===== src/rtl/conv10x10_seq_pkg.sv =====
// Shared types and geometry for the 10x10 convolution sequencer.
package conv10x10_pkg;

    localparam int unsigned ROWS   = 10;
    localparam int unsigned ROW_W  = 20;
    localparam int unsigned FILT_W = 18;
    localparam int unsigned OUT_W  = 16;
    localparam int unsigned N_OUT  = 8;
    localparam int unsigned PE_W   = ROWS * ROW_W;
    localparam int unsigned RES_W  = N_OUT * OUT_W;

    typedef enum logic [1:0] {
        ST_IDLE  = 2'd0,
        ST_LOAD  = 2'd1,
        ST_WAIT  = 2'd2,
        ST_DRAIN = 2'd3
    } state_t;

    function automatic int unsigned row_lsb(input logic [3:0] i);
        return int'(i) * ROW_W;
    endfunction

endpackage


===== src/rtl/conv10x10_seq_if.sv =====
// Bundle of the source, array and result-stream signals around the sequencer.
interface conv10x10_seq_if;
    import conv10x10_pkg::*;

    logic [FILT_W-1:0] filt_data;
    logic              filt_load;
    logic [ROW_W-1:0]  row_data;
    logic              row_valid;
    logic              row_ready;
    logic              abort;
    logic [PE_W-1:0]   pe_in;
    logic [FILT_W-1:0] pe_filter;
    logic [RES_W-1:0]  pe_out;
    logic [OUT_W-1:0]  res_data;
    logic [2:0]        res_idx;
    logic              res_valid;
    logic              res_ready;
    logic              res_last;
    logic              busy;
    logic              frame_done;

    modport slave (
        input  filt_data, filt_load, row_data, row_valid, abort, pe_out, res_ready,
        output row_ready, pe_in, pe_filter, res_data, res_idx, res_valid, res_last,
               busy, frame_done
    );

    modport master (
        output filt_data, filt_load, row_data, row_valid, abort, pe_out, res_ready,
        input  row_ready, pe_in, pe_filter, res_data, res_idx, res_valid, res_last,
               busy, frame_done
    );

endinterface


===== src/rtl/conv10x10_seq_res_drain.sv =====
// Captures the array result and serialises it as eight words over valid/ready.
module conv10x10_res_drain
    import conv10x10_pkg::*;
(
    input  logic             clk,
    input  logic             rst,
    input  logic             i_abort,
    input  logic             i_capture,
    input  logic [RES_W-1:0] i_pe_out,
    input  logic             i_res_ready,
    output logic [OUT_W-1:0] o_res_data,
    output logic [2:0]       o_res_idx,
    output logic             o_res_valid,
    output logic             o_res_last,
    output logic             o_last_hs
);

    logic [RES_W-1:0] r_result;
    logic [OUT_W-1:0] r_res_data;
    logic [2:0]       r_idx;
    logic             r_valid;
    logic             r_last;
    logic             w_hs;
    logic [2:0]       w_idx_nxt;

    assign w_hs      = r_valid & i_res_ready;
    assign w_idx_nxt = r_idx + 3'd1;
    assign o_last_hs = w_hs & (r_idx == 3'(N_OUT - 1));

    // Result capture and word advance; abort outranks capture and handshake.
    always_ff @(posedge clk or posedge rst) begin
        if (rst) begin
            r_result   <= '0;
            r_res_data <= '0;
            r_idx      <= 3'd0;
            r_valid    <= 1'b0;
            r_last     <= 1'b0;
        end else if (i_abort) begin
            r_idx   <= 3'd0;
            r_valid <= 1'b0;
            r_last  <= 1'b0;
        end else if (i_capture) begin
            r_result   <= i_pe_out;
            r_res_data <= i_pe_out[OUT_W-1:0];
            r_idx      <= 3'd0;
            r_valid    <= 1'b1;
            r_last     <= 1'b0;
        end else if (w_hs) begin
            if (r_idx == 3'(N_OUT - 1)) begin
                r_idx   <= 3'd0;
                r_valid <= 1'b0;
                r_last  <= 1'b0;
            end else begin
                r_idx      <= w_idx_nxt;
                r_res_data <= r_result[int'(w_idx_nxt) * OUT_W +: OUT_W];
                r_last     <= (w_idx_nxt == 3'(N_OUT - 1));
            end
        end
    end

    assign o_res_data  = r_res_data;
    assign o_res_idx   = r_idx;
    assign o_res_valid = r_valid;
    assign o_res_last  = r_last;

endmodule


===== src/rtl/conv10x10_seq.sv =====
// Frame sequencer: loads filter and rows into the PE array, waits PE_LAT, drains results.
module conv10x10_seq
    import conv10x10_pkg::*;
#(
    parameter int unsigned PE_LAT = 4
) (
    input  logic              clk,
    input  logic              rst,
    conv10x10_seq_if.slave    io_bus
);

    state_t            r_state;
    state_t            w_state_nxt;
    logic [3:0]        r_row_cnt;
    logic [3:0]        w_row_cnt_nxt;
    logic [3:0]        r_lat_cnt;
    logic [3:0]        w_lat_cnt_nxt;
    logic [PE_W-1:0]   r_pe_in;
    logic [FILT_W-1:0] r_pe_filter;
    logic              r_row_ready;
    logic              r_busy;
    logic              r_frame_done;
    logic              w_row_hs;
    logic              w_row_wr;
    logic [3:0]        w_row_sel;
    logic              w_filt_wr;
    logic              w_capture;
    logic              w_last_hs;
    logic              w_frame_end;

    // row_ready is only ever high in IDLE/LOAD, so it alone qualifies the handshake.
    assign w_row_hs = io_bus.row_valid & r_row_ready;

    // Next-state, counter and write-enable decode.
    always_comb begin
        w_state_nxt   = r_state;
        w_row_cnt_nxt = r_row_cnt;
        w_lat_cnt_nxt = r_lat_cnt;
        w_capture     = 1'b0;
        w_row_wr      = 1'b0;
        w_row_sel     = 4'd0;
        w_filt_wr     = 1'b0;
        w_frame_end   = 1'b0;
        if (io_bus.abort) begin
            w_state_nxt   = ST_IDLE;
            w_row_cnt_nxt = 4'd0;
            w_lat_cnt_nxt = 4'd0;
        end else begin
            case (r_state)
                ST_IDLE: begin
                    w_filt_wr = io_bus.filt_load;
                    if (w_row_hs) begin
                        w_row_wr      = 1'b1;
                        w_row_sel     = 4'd0;
                        w_row_cnt_nxt = 4'd1;
                        w_state_nxt   = ST_LOAD;
                    end else begin
                        w_row_wr = 1'b0;
                    end
                end
                ST_LOAD: begin
                    w_filt_wr = io_bus.filt_load & (r_row_cnt == 4'd0);
                    if (w_row_hs) begin
                        w_row_wr      = 1'b1;
                        w_row_sel     = r_row_cnt;
                        w_row_cnt_nxt = r_row_cnt + 4'd1;
                        if (r_row_cnt == 4'(ROWS - 1)) begin
                            w_state_nxt   = ST_WAIT;
                            w_lat_cnt_nxt = 4'd0;
                        end else begin
                            w_state_nxt = ST_LOAD;
                        end
                    end else begin
                        w_row_wr = 1'b0;
                    end
                end
                ST_WAIT: begin
                    if (r_lat_cnt == 4'(PE_LAT - 1)) begin
                        w_capture   = 1'b1;
                        w_state_nxt = ST_DRAIN;
                    end else begin
                        w_lat_cnt_nxt = r_lat_cnt + 4'd1;
                    end
                end
                ST_DRAIN: begin
                    if (w_last_hs) begin
                        w_state_nxt   = ST_IDLE;
                        w_row_cnt_nxt = 4'd0;
                        w_frame_end   = 1'b1;
                    end else begin
                        w_state_nxt = ST_DRAIN;
                    end
                end
                default: begin
                    w_state_nxt = ST_IDLE;
                end
            endcase
        end
    end

    // State, counters, array input buses and registered status outputs.
    always_ff @(posedge clk or posedge rst) begin
        if (rst) begin
            r_state      <= ST_IDLE;
            r_row_cnt    <= 4'd0;
            r_lat_cnt    <= 4'd0;
            r_pe_in      <= '0;
            r_pe_filter  <= '0;
            r_row_ready  <= 1'b0;
            r_busy       <= 1'b0;
            r_frame_done <= 1'b0;
        end else begin
            r_state      <= w_state_nxt;
            r_row_cnt    <= w_row_cnt_nxt;
            r_lat_cnt    <= w_lat_cnt_nxt;
            r_row_ready  <= (w_state_nxt == ST_IDLE) || (w_state_nxt == ST_LOAD);
            r_busy       <= (w_state_nxt != ST_IDLE);
            r_frame_done <= w_frame_end;
            if (w_row_wr) begin
                r_pe_in[row_lsb(w_row_sel) +: ROW_W] <= io_bus.row_data;
            end
            if (w_filt_wr) begin
                r_pe_filter <= io_bus.filt_data;
            end
        end
    end

    conv10x10_res_drain u_drain (
        .clk         (clk),
        .rst         (rst),
        .i_abort     (io_bus.abort),
        .i_capture   (w_capture),
        .i_pe_out    (io_bus.pe_out),
        .i_res_ready (io_bus.res_ready),
        .o_res_data  (io_bus.res_data),
        .o_res_idx   (io_bus.res_idx),
        .o_res_valid (io_bus.res_valid),
        .o_res_last  (io_bus.res_last),
        .o_last_hs   (w_last_hs)
    );

    assign io_bus.row_ready  = r_row_ready;
    assign io_bus.pe_in      = r_pe_in;
    assign io_bus.pe_filter  = r_pe_filter;
    assign io_bus.busy       = r_busy;
    assign io_bus.frame_done = r_frame_done;

endmodule


===== src/flat_wrapper.sv =====
// flat-port wrapper written by rule: the top's interface ports become plain ports
module conv10x10_seq_flat import conv10x10_pkg::*;
#(
    parameter int unsigned PE_LAT = 4
)
  (clk, rst, io_bus_filt_data, io_bus_filt_load, io_bus_row_data, io_bus_row_valid, io_bus_abort, io_bus_pe_out, io_bus_res_ready, io_bus_row_ready, io_bus_pe_in, io_bus_pe_filter, io_bus_res_data, io_bus_res_idx, io_bus_res_valid, io_bus_res_last, io_bus_busy, io_bus_frame_done);
  conv10x10_seq_if io_bus_i ();
  input  logic clk;
  input  logic rst;
  input wire logic [$bits(io_bus_i.filt_data)-1:0] io_bus_filt_data;
  input wire logic [$bits(io_bus_i.filt_load)-1:0] io_bus_filt_load;
  input wire logic [$bits(io_bus_i.row_data)-1:0] io_bus_row_data;
  input wire logic [$bits(io_bus_i.row_valid)-1:0] io_bus_row_valid;
  input wire logic [$bits(io_bus_i.abort)-1:0] io_bus_abort;
  input wire logic [$bits(io_bus_i.pe_out)-1:0] io_bus_pe_out;
  input wire logic [$bits(io_bus_i.res_ready)-1:0] io_bus_res_ready;
  output wire logic [$bits(io_bus_i.row_ready)-1:0] io_bus_row_ready;
  output wire logic [$bits(io_bus_i.pe_in)-1:0] io_bus_pe_in;
  output wire logic [$bits(io_bus_i.pe_filter)-1:0] io_bus_pe_filter;
  output wire logic [$bits(io_bus_i.res_data)-1:0] io_bus_res_data;
  output wire logic [$bits(io_bus_i.res_idx)-1:0] io_bus_res_idx;
  output wire logic [$bits(io_bus_i.res_valid)-1:0] io_bus_res_valid;
  output wire logic [$bits(io_bus_i.res_last)-1:0] io_bus_res_last;
  output wire logic [$bits(io_bus_i.busy)-1:0] io_bus_busy;
  output wire logic [$bits(io_bus_i.frame_done)-1:0] io_bus_frame_done;
  assign io_bus_i.filt_data = io_bus_filt_data;
  assign io_bus_i.filt_load = io_bus_filt_load;
  assign io_bus_i.row_data = io_bus_row_data;
  assign io_bus_i.row_valid = io_bus_row_valid;
  assign io_bus_i.abort = io_bus_abort;
  assign io_bus_i.pe_out = io_bus_pe_out;
  assign io_bus_i.res_ready = io_bus_res_ready;
  assign io_bus_row_ready = io_bus_i.row_ready;
  assign io_bus_pe_in = io_bus_i.pe_in;
  assign io_bus_pe_filter = io_bus_i.pe_filter;
  assign io_bus_res_data = io_bus_i.res_data;
  assign io_bus_res_idx = io_bus_i.res_idx;
  assign io_bus_res_valid = io_bus_i.res_valid;
  assign io_bus_res_last = io_bus_i.res_last;
  assign io_bus_busy = io_bus_i.busy;
  assign io_bus_frame_done = io_bus_i.frame_done;
  conv10x10_seq #(.PE_LAT(PE_LAT)) u_core (.clk(clk), .rst(rst), .io_bus(io_bus_i));
endmodule

===== config.mk =====
export PLATFORM = sky130hd
export DESIGN_NAME = conv10x10_seq_flat
export DESIGN_NICKNAME = d
export VERILOG_FILES = /design/src/rtl/conv10x10_seq_pkg.sv /design/src/rtl/conv10x10_seq_if.sv /design/src/rtl/conv10x10_seq_res_drain.sv /design/src/rtl/conv10x10_seq.sv /design/src/flat_wrapper.sv
export SDC_FILE = /design/constraint.sdc
export NUM_CORES = 1
export LEC_CHECK = 0
export ABC_AREA = 0
export CORE_MARGIN = 4
export CORE_UTILIZATION = 56
export CTS_BUF_LIST = sky130_fd_sc_hd__clkbuf_4 sky130_fd_sc_hd__clkbuf_8
export CTS_CLUSTER_DIAMETER = 80
export DETAILED_ROUTE_END_ITERATION = 7
export PLACE_DENSITY = 0.84
export SLEW_MARGIN = 40
export SYNTH_ARGS = -nofsm -noshare
export SYNTH_HDL_FRONTEND = slang
export SYNTH_SLANG_ARGS = --single-unit

===== constraint.sdc =====
create_clock -name clk -period 37.7 [get_ports clk]
set_clock_uncertainty 0.2 [all_clocks]
set_input_delay 7.54 -clock clk [delete_from_list [all_inputs] [get_ports clk]]
set_output_delay 7.54 -clock clk [all_outputs]
set_load 0.005 [all_outputs]

Word-level counts from Yosys, hierarchy flattened. Index checks and enable logic that the tools add are counted. Widths: inputs -> output; s select.

Bits of input ports: 172. Register bits: 380. Word-level logic and storage cells: 103.

Multiplexer cells: 47. $add $sub $neg: 4. Shifts and indexed selects: 3. Reduce and logical (&&, ||, !) cells: 16. Eq/ne operators: 14. Multipliers: 1. Bitwise gates (word level): 5.

Operator list (number): $bwmux 200 (1); $shift 20x34->200 const A (1); $shiftx 20x34->200 (1); $shiftx 128x8->16 (1); $mux 16 (3); $mux 4 (11); $neg 9->34 (1); $mux 1 (18); $mux 2 (6); $mux 3 (4); $pmux 4 s3 (1); $ne 3x2->1 const B (3); $reduce_bool 3->1 (3); $add 4x1->4 const B (2); $pmux 2 s4 (1); $pmux 4 s2 (1); $reduce_and 4->1 (2); $mul 4x3->7 const B (1); $eq 3x3->1 const B (2); $ne 3x3->1 const B (2); $and 1x1->1 (4); $eq 2x1->1 const B (2); $eq 2x2->1 const B (2); $eq 4x2->1 const B (1); 13 further kinds (16).

Logic depth before layout (Yosys ltp).
Word-level depth: 8. Gate-level depth with buffers: 22. Depth with buffers taken out: 19.

Cells and area by module. A second synthesis with hierarchy kept.

Cell total of the unflattened synthesis: 1350. Area total of the unflattened synthesis: 17905.9 µm².

Modules (own cells, without submodules): conv10x10_seq (area each 11169.5 µm², instances 1, cells each 936); conv10x10_res_drain (area each 6736.5 µm², instances 1, cells each 414).

Least setup slack after synthesis. No wires, ideal clock.

Path kind: input-to-reg. Start: input io_bus_abort. End: register u_core.r_pe_in[17], in the netlist u_core.io_bus.pe_in[17]. Slack: 25.555 ns. Arrival time: 11.817 ns. Library setup time: 0.127 ns. Buffers on the path: 5. Stages: 20. Cell sequence: buf_6 > and4b_1 > and2_1 > buf_4 > ha_1 > ha_1 > fa_1 > clkbuf_1 > nand3b_1 > nor2_1 > ha_1 > inv_1 > or4_1 > clkbuf_1 > nor2_1 > nand2b_1 > buf_2 > nor3_1 > o22ai_1 > mux2_1.

Word-level cells in the longest chain between the ends: 5.

Ends and longest elaborated chain: start, declared (line flat_wrapper.sv:14) `input wire logic [$bits(io_bus_i.abort)-1:0] io_bus_abort;`; $mux 4 (line conv10x10_seq.sv:44) `if (io_bus.abort) begin`; $mul 4x3->7 (line conv10x10_seq_pkg.sv:20) `return int'(i) * ROW_W;`; $neg 9->34 (line conv10x10_seq.sv:120) `r_pe_in[row_lsb(w_row_sel) +: ROW_W] <= io_bus.row_data;`; $shiftx 20x34->200 / $shift 20x34->200 (equally long branches) (line conv10x10_seq.sv:120); $bwmux 200 (line conv10x10_seq.sv:120); end signal, assigned by index (line conv10x10_seq.sv:120); end, declared (line conv10x10_seq.sv:18) `logic [PE_W-1:0] r_pe_in;`.

Several ways; a longest one is shown, not always the timed one. A chain may end at the register's enable or synchronous reset.

Worst setup path in the final report.
Start: input io_bus_abort. End: register u_core.r_pe_in[176], in the netlist u_core.io_bus.pe_in[176].

Same word-level chain as after synthesis.

==> Implementation_results.wiki <==
{| class="wikitable"
! Metric !! Value
|-
| R2R Path Start || u_core.r_state[1]
|-
| Part of the total power dissipated in sequential elements || 0.474
|-
| Slew at the pin closest to its max-slew limit || 0.875 ns
|-
| Worst path required time || 38.03 ns
|-
| Count of cells along the worst register-to-register path || 16
|-
| Min Clock Period, post-route || 13.41 ns
|-
| Cell internal power dissipation || 712 uW
|-
| Clock insertion delay at the later pin of the skew report || 0.62 ns
|-
| Share of Yosys cell area claimed by the top area cell type || 0.525
|-
| Critical path's top delay family || simple AND/OR/NAND/NOR gates
|-
| Effective utilization at floorplan || 0.571
|-
| Number of synthesis warnings || 0
|-
| Cell with the largest stage delay on the worst path || sky130_fd_sc_hd__clkdlybuf4s50_1
|-
| CP most frequent cell || sky130_fd_sc_hd__ha_1
|-
| IO Pins || 414
|-
| Critical-path maximum fanout || 19
|-
| Fraction of met2 tracks used by global routing || 0.535
|-
| Hold Path Class || reg2reg
|-
| GR Util met1 || 0.373
|-
| Post-route fraction of the period consumed by the critical path || 0.356
|-
| Met3 capacity usage during global routing || 0.0961
|-
| Net switching power || 218 uW
|-
| Worst min-delay path endpoint || u_core.u_drain.o_res_data[10]
|-
| Most common flop cell mapped by yosys || sky130_fd_sc_hd__dfrtp_1
|-
| Root Buffer Master || sky130_fd_sc_hd__clkbuf_8
|-
| Setup total negative slack || 0 ns
|-
| Capturing point of the worst reg2reg path || u_core.io_bus.pe_in[176]
|-
| RSZ-0062 raised after global routing || false
|-
| Layout cell share with drive strength beyond 1 || 0.272
|-
| Cell types with the largest area share after synthesis || sky130_fd_sc_hd__dfrtp_1 (53%), sky130_fd_sc_hd__mux2_2 (21%), sky130_fd_sc_hd__mux4_2 (4.4%)
|-
| Clock network fraction of design power || 0.415
|-
| Switching power share of the total || 0.235
|-
| Register area share after synthesis || 0.525
|-
| Gate count of the mapped netlist || 1442
|-
| Number of enable-type register cells in the synthesized netlist || 0
|-
| Reg2reg setup slack || 31.22 ns
|-
| Clock buffers created by TritonCTS || 60
|-
| Area of the die || 35300 um^2
|-
| Post-synthesis register bit count || 380
|-
| Estimated wirelength of the detail-placed design || 42.5 mm
|-
| Distinct cells, synth || 67
|-
| Worst voltage drop across the vdd grid || 0.0000295 V
|-
| Arrival time reported for the critical path endpoint || 13.73 ns
|-
| Most used standard cells in the synthesized netlist || sky130_fd_sc_hd__dfrtp_1 (380), sky130_fd_sc_hd__mux2_2 (336), sky130_fd_sc_hd__nand2_1 (93)
|-
| Endpoint kind of the worst setup timing path || flip-flop
|-
| Final hold violation count || 0
|-
| Post-route DRC violation count || 0
|-
| CTS H-tree depth || 2
|-
| Count of cells resized by post-cts repair || 0
|-
| CTS tree || yes
|-
| Placed cells || 2194
|-
| Sum of routed wire length over all layers || 56.5 mm
|-
| Relative contribution of combinational cells to total power || 0.111
|-
| Placer's final routability congestion estimate || 0.969
|-
| Die height || 188 um
|-
| Peak Freq || 74.6 MHz
|-
| Via count of the routed design || 14100
|-
| Synthesis-to-layout area growth || 32.5%
|-
| Final global-route overflow total || 0
|-
| Post-synthesis cell type with the largest combined area || sky130_fd_sc_hd__dfrtp_1
|-
| Reg clk slew, reported paths || 0.07 ns
|-
| Worst Setup Start Kind || primary input
|-
| Wire length of the first global-routing pass || 86.6 mm
|-
| Crit path buf inv count || 2
|-
| Routed Antenna Nets || 0
|-
| Number of iterations in the first detailed-routing pass || 6
|-
| Routing layer with the top usage in global route || met2
|-
| Critical setup path kind || in2reg
|-
| Die width || 188 um
|-
| Status || completed
|-
| Core outline area || 31700 um^2
|-
| CP cell instances || clkdlybuf4s50_1 -> and4b_1 -> and2_1 -> ha_1 -> ha_1 -> fa_1 -> nand3b_1 -> nor2_1 -> ha_1 -> inv_1 -> or4_1 -> nor2_1 -> nand2b_1 -> nor3_1 -> mux2_2
|-
| Antenna violations before repair || 3
|-
| Proportion of synthesized flip-flops having asynchronous set or reset || 1.00
|-
| Syn nets || 1633
|-
| NumNets Final || 2045
|-
| Hold_buf cts || 0
|-
| Overall Global Routing Usage || 0.314
|-
| Worst hold path depth || 2
|-
| PD cells || 38.8 nW/um^2
|-
| Max Root-Sink Buffers || 3
|-
| First-iteration detailed-routing DRC count || 1431
|-
| Delay contributed by the slowest stage of the critical path || 0.82 ns
|-
| Most frequent cell after synthesis || sky130_fd_sc_hd__dfrtp_1
|-
| Number of buffers added for setup after CTS || 0
|-
| Static leakage power || 0.0105 uW
|-
| Filler-free cell count of the finished design || 2302
|-
| Number of standard-cell rows in the floorplan || 65
|-
| Post-detailed-route wirelength per cell || 24.5 um
|-
| Final max-slew violation count || 0
|-
| Clock sink count || 380
|-
| Average via count per standard cell || 6.13
|-
| Number of failing setup endpoints in the final timing report || 0
|-
| Vias in the first global route || 14800
|-
| Per-instance average area after synthesis || 12.6 um^2
|-
| Pin count of the biggest net entering global routing || 122
|-
| Cell area after synthesis || 18100 um^2
|-
| Number of max-cap violations || 0
|-
| Relative slew slack || 0.416
|-
| # port buffers || 413
|-
| Min-Delay Startpoint || u_core.u_drain.o_res_data[10]
|}
==> metrics by stage <==
stage | total power [uW] | utilization | setup WS (ns) | hold slack [ns] | cell area [um^2]
after floorplan | 488 | - | 19.40 | 0.238 | 18100
after global placement | 547 | 0.711 | 23.96 | 0.258 | 22600
after detailed placement | 552 | 0.713 | 23.78 | 0.274 | 22600
after CTS | 936 | 0.756 | 24.45 | 0.292 | 24000
after global routing | 963 | 0.756 | 24.02 | 0.309 | 24000
final | 930 | 0.756 | 24.29 | 0.292 | 24000
==> how the worst max path moves through the flow <==
| stage | from | endpoint | slack (ns) | cells past startpoint |
|---|---|---|---|---|
| finish | io_bus_abort | u_core.io_bus.pe_in[176] | 24.29 | 15 |
| global route | io_bus_abort | u_core.io_bus.pe_in[176] | 24.02 | 15 |
| floorplan | rst | u_core.io_bus.busy | 19.40 | 1 |
| global placement | io_bus_abort | u_core.io_bus.pe_in[17] | 23.96 | 16 |
| CTS | io_bus_abort | u_core.io_bus.pe_in[176] | 24.45 | 15 |
| detailed placement | io_bus_abort | u_core.io_bus.pe_in[176] | 23.78 | 15 |
==> state kept, by name, indices dropped and copies added (netlist names) <==
signal	count
u_core.r_lat_cnt	4
u_core.u_drain.o_res_valid	1
u_core.u_drain.o_res_idx	3
u_core.io_bus.pe_filter	18
u_core.r_row_cnt	4
u_core.io_bus.pe_in	200
u_core.io_bus.busy	1
u_core.io_bus.frame_done	1
u_core.u_drain.r_result	128
u_core.io_bus.row_ready	1
u_core.r_state	2
u_core.u_drain.o_res_last	1
u_core.u_drain.o_res_data	16
==> cell type report <==
cell class | instances | area, um^2
well taps | 402 | 503
multi-input cells | 964 | 8250
flip-flops and latches | 380 | 9510
diodes | 2 | 5.00
fillers | 2061 | 7740
repair buffers | 427 | 4280
clock inverters | 13 | 176
clock buffers | 93 | 1170
inverters | 21 | 91.3
==> per-layer routing <==
layer | routed length, um | vias to the layer above
li1 | - | 6147
met1 | 20300 | 7036
met2 | 27900 | 765
met3 | 5660 | 156
met4 | 2560 | 4
met5 | 26 | -
==> worst reg2reg max path, stage by stage, from the launching register on <==
cell and delay (ns):
sky130_fd_sc_hd__dfrtp_1 0.42, sky130_fd_sc_hd__inv_1 0.10, sky130_fd_sc_hd__ha_1 0.46, sky130_fd_sc_hd__and4b_1 0.50, sky130_fd_sc_hd__and2_1 0.33, sky130_fd_sc_hd__ha_1 0.28
sky130_fd_sc_hd__ha_1 0.22, sky130_fd_sc_hd__fa_1 0.69, sky130_fd_sc_hd__nand3b_1 0.35, sky130_fd_sc_hd__nor2_1 0.08, sky130_fd_sc_hd__ha_1 0.41, sky130_fd_sc_hd__inv_1 0.12
sky130_fd_sc_hd__or4_1 0.66, sky130_fd_sc_hd__nor2_1 0.18, sky130_fd_sc_hd__nand2b_1 0.33, sky130_fd_sc_hd__nor3_1 0.64, sky130_fd_sc_hd__mux2_2 0.41
==> cell families (layout without fill, tap and decap cells) <==
group                      count (synthesis)  count (layout)  synth area share
muxes                                    417             417             0.278
DFF                                      380             380             0.525
and+or+nand+nor                          301             301            0.0778
AOI/OAI and AO/OA                        219             219            0.0784
buffers and inverters                     98             554            0.0218
adders and majority gates                 19              19            0.0136
xor gates and xnor gates                   8               8           0.00463
other                                      0               2                 0
==> power by group through the flow <==
stage                     clock network (uW)  registers [uW]  logic [uW]
final                                    386             441         103
after global routing                     409             443         111
after CTS                                391             441         104
after detailed placement                   0             448         103
after global placement                     0             447         100
after floorplan                            0             445        42.7
==> cell usage in the layout (no fill, tap or decap), types with 3 or more instances in the layout <==
cell and count:
sky130_fd_sc_hd__mux2i_1 41, sky130_fd_sc_hd__xnor2_1 5, sky130_fd_sc_hd__o31ai_1 4, sky130_fd_sc_hd__mux2_1 5, sky130_fd_sc_hd__dfrtp_1 379, sky130_fd_sc_hd__a21o_1 6
sky130_fd_sc_hd__a22oi_1 6, sky130_fd_sc_hd__ha_1 17, sky130_fd_sc_hd__clkdlybuf4s50_1 413, sky130_fd_sc_hd__and2_1 15, sky130_fd_sc_hd__a2bb2oi_1 11, sky130_fd_sc_hd__clkbuf_8 75
sky130_fd_sc_hd__bufinv_16 4, sky130_fd_sc_hd__nand4_1 13, sky130_fd_sc_hd__or3_1 6, sky130_fd_sc_hd__nand3_1 18, sky130_fd_sc_hd__or4_1 4, sky130_fd_sc_hd__buf_4 10
sky130_fd_sc_hd__nand2_1 93, sky130_fd_sc_hd__a221oi_1 5, sky130_fd_sc_hd__nor2_1 86, sky130_fd_sc_hd__mux4_2 35, sky130_fd_sc_hd__inv_1 20, sky130_fd_sc_hd__nor2b_1 4
sky130_fd_sc_hd__o41ai_1 4, sky130_fd_sc_hd__o22ai_1 55, sky130_fd_sc_hd__and3_1 7, sky130_fd_sc_hd__mux2_2 336, sky130_fd_sc_hd__or2_2 5, sky130_fd_sc_hd__a21boi_0 3
sky130_fd_sc_hd__a31oi_1 9, sky130_fd_sc_hd__nor3_1 25, sky130_fd_sc_hd__clkbuf_4 18, sky130_fd_sc_hd__a32oi_1 3, sky130_fd_sc_hd__nand2b_1 9, sky130_fd_sc_hd__clkinv_2 6
sky130_fd_sc_hd__o21ai_0 38, sky130_fd_sc_hd__a21oi_1 52
No activity file was read; power rests on OpenSTA's default activity.
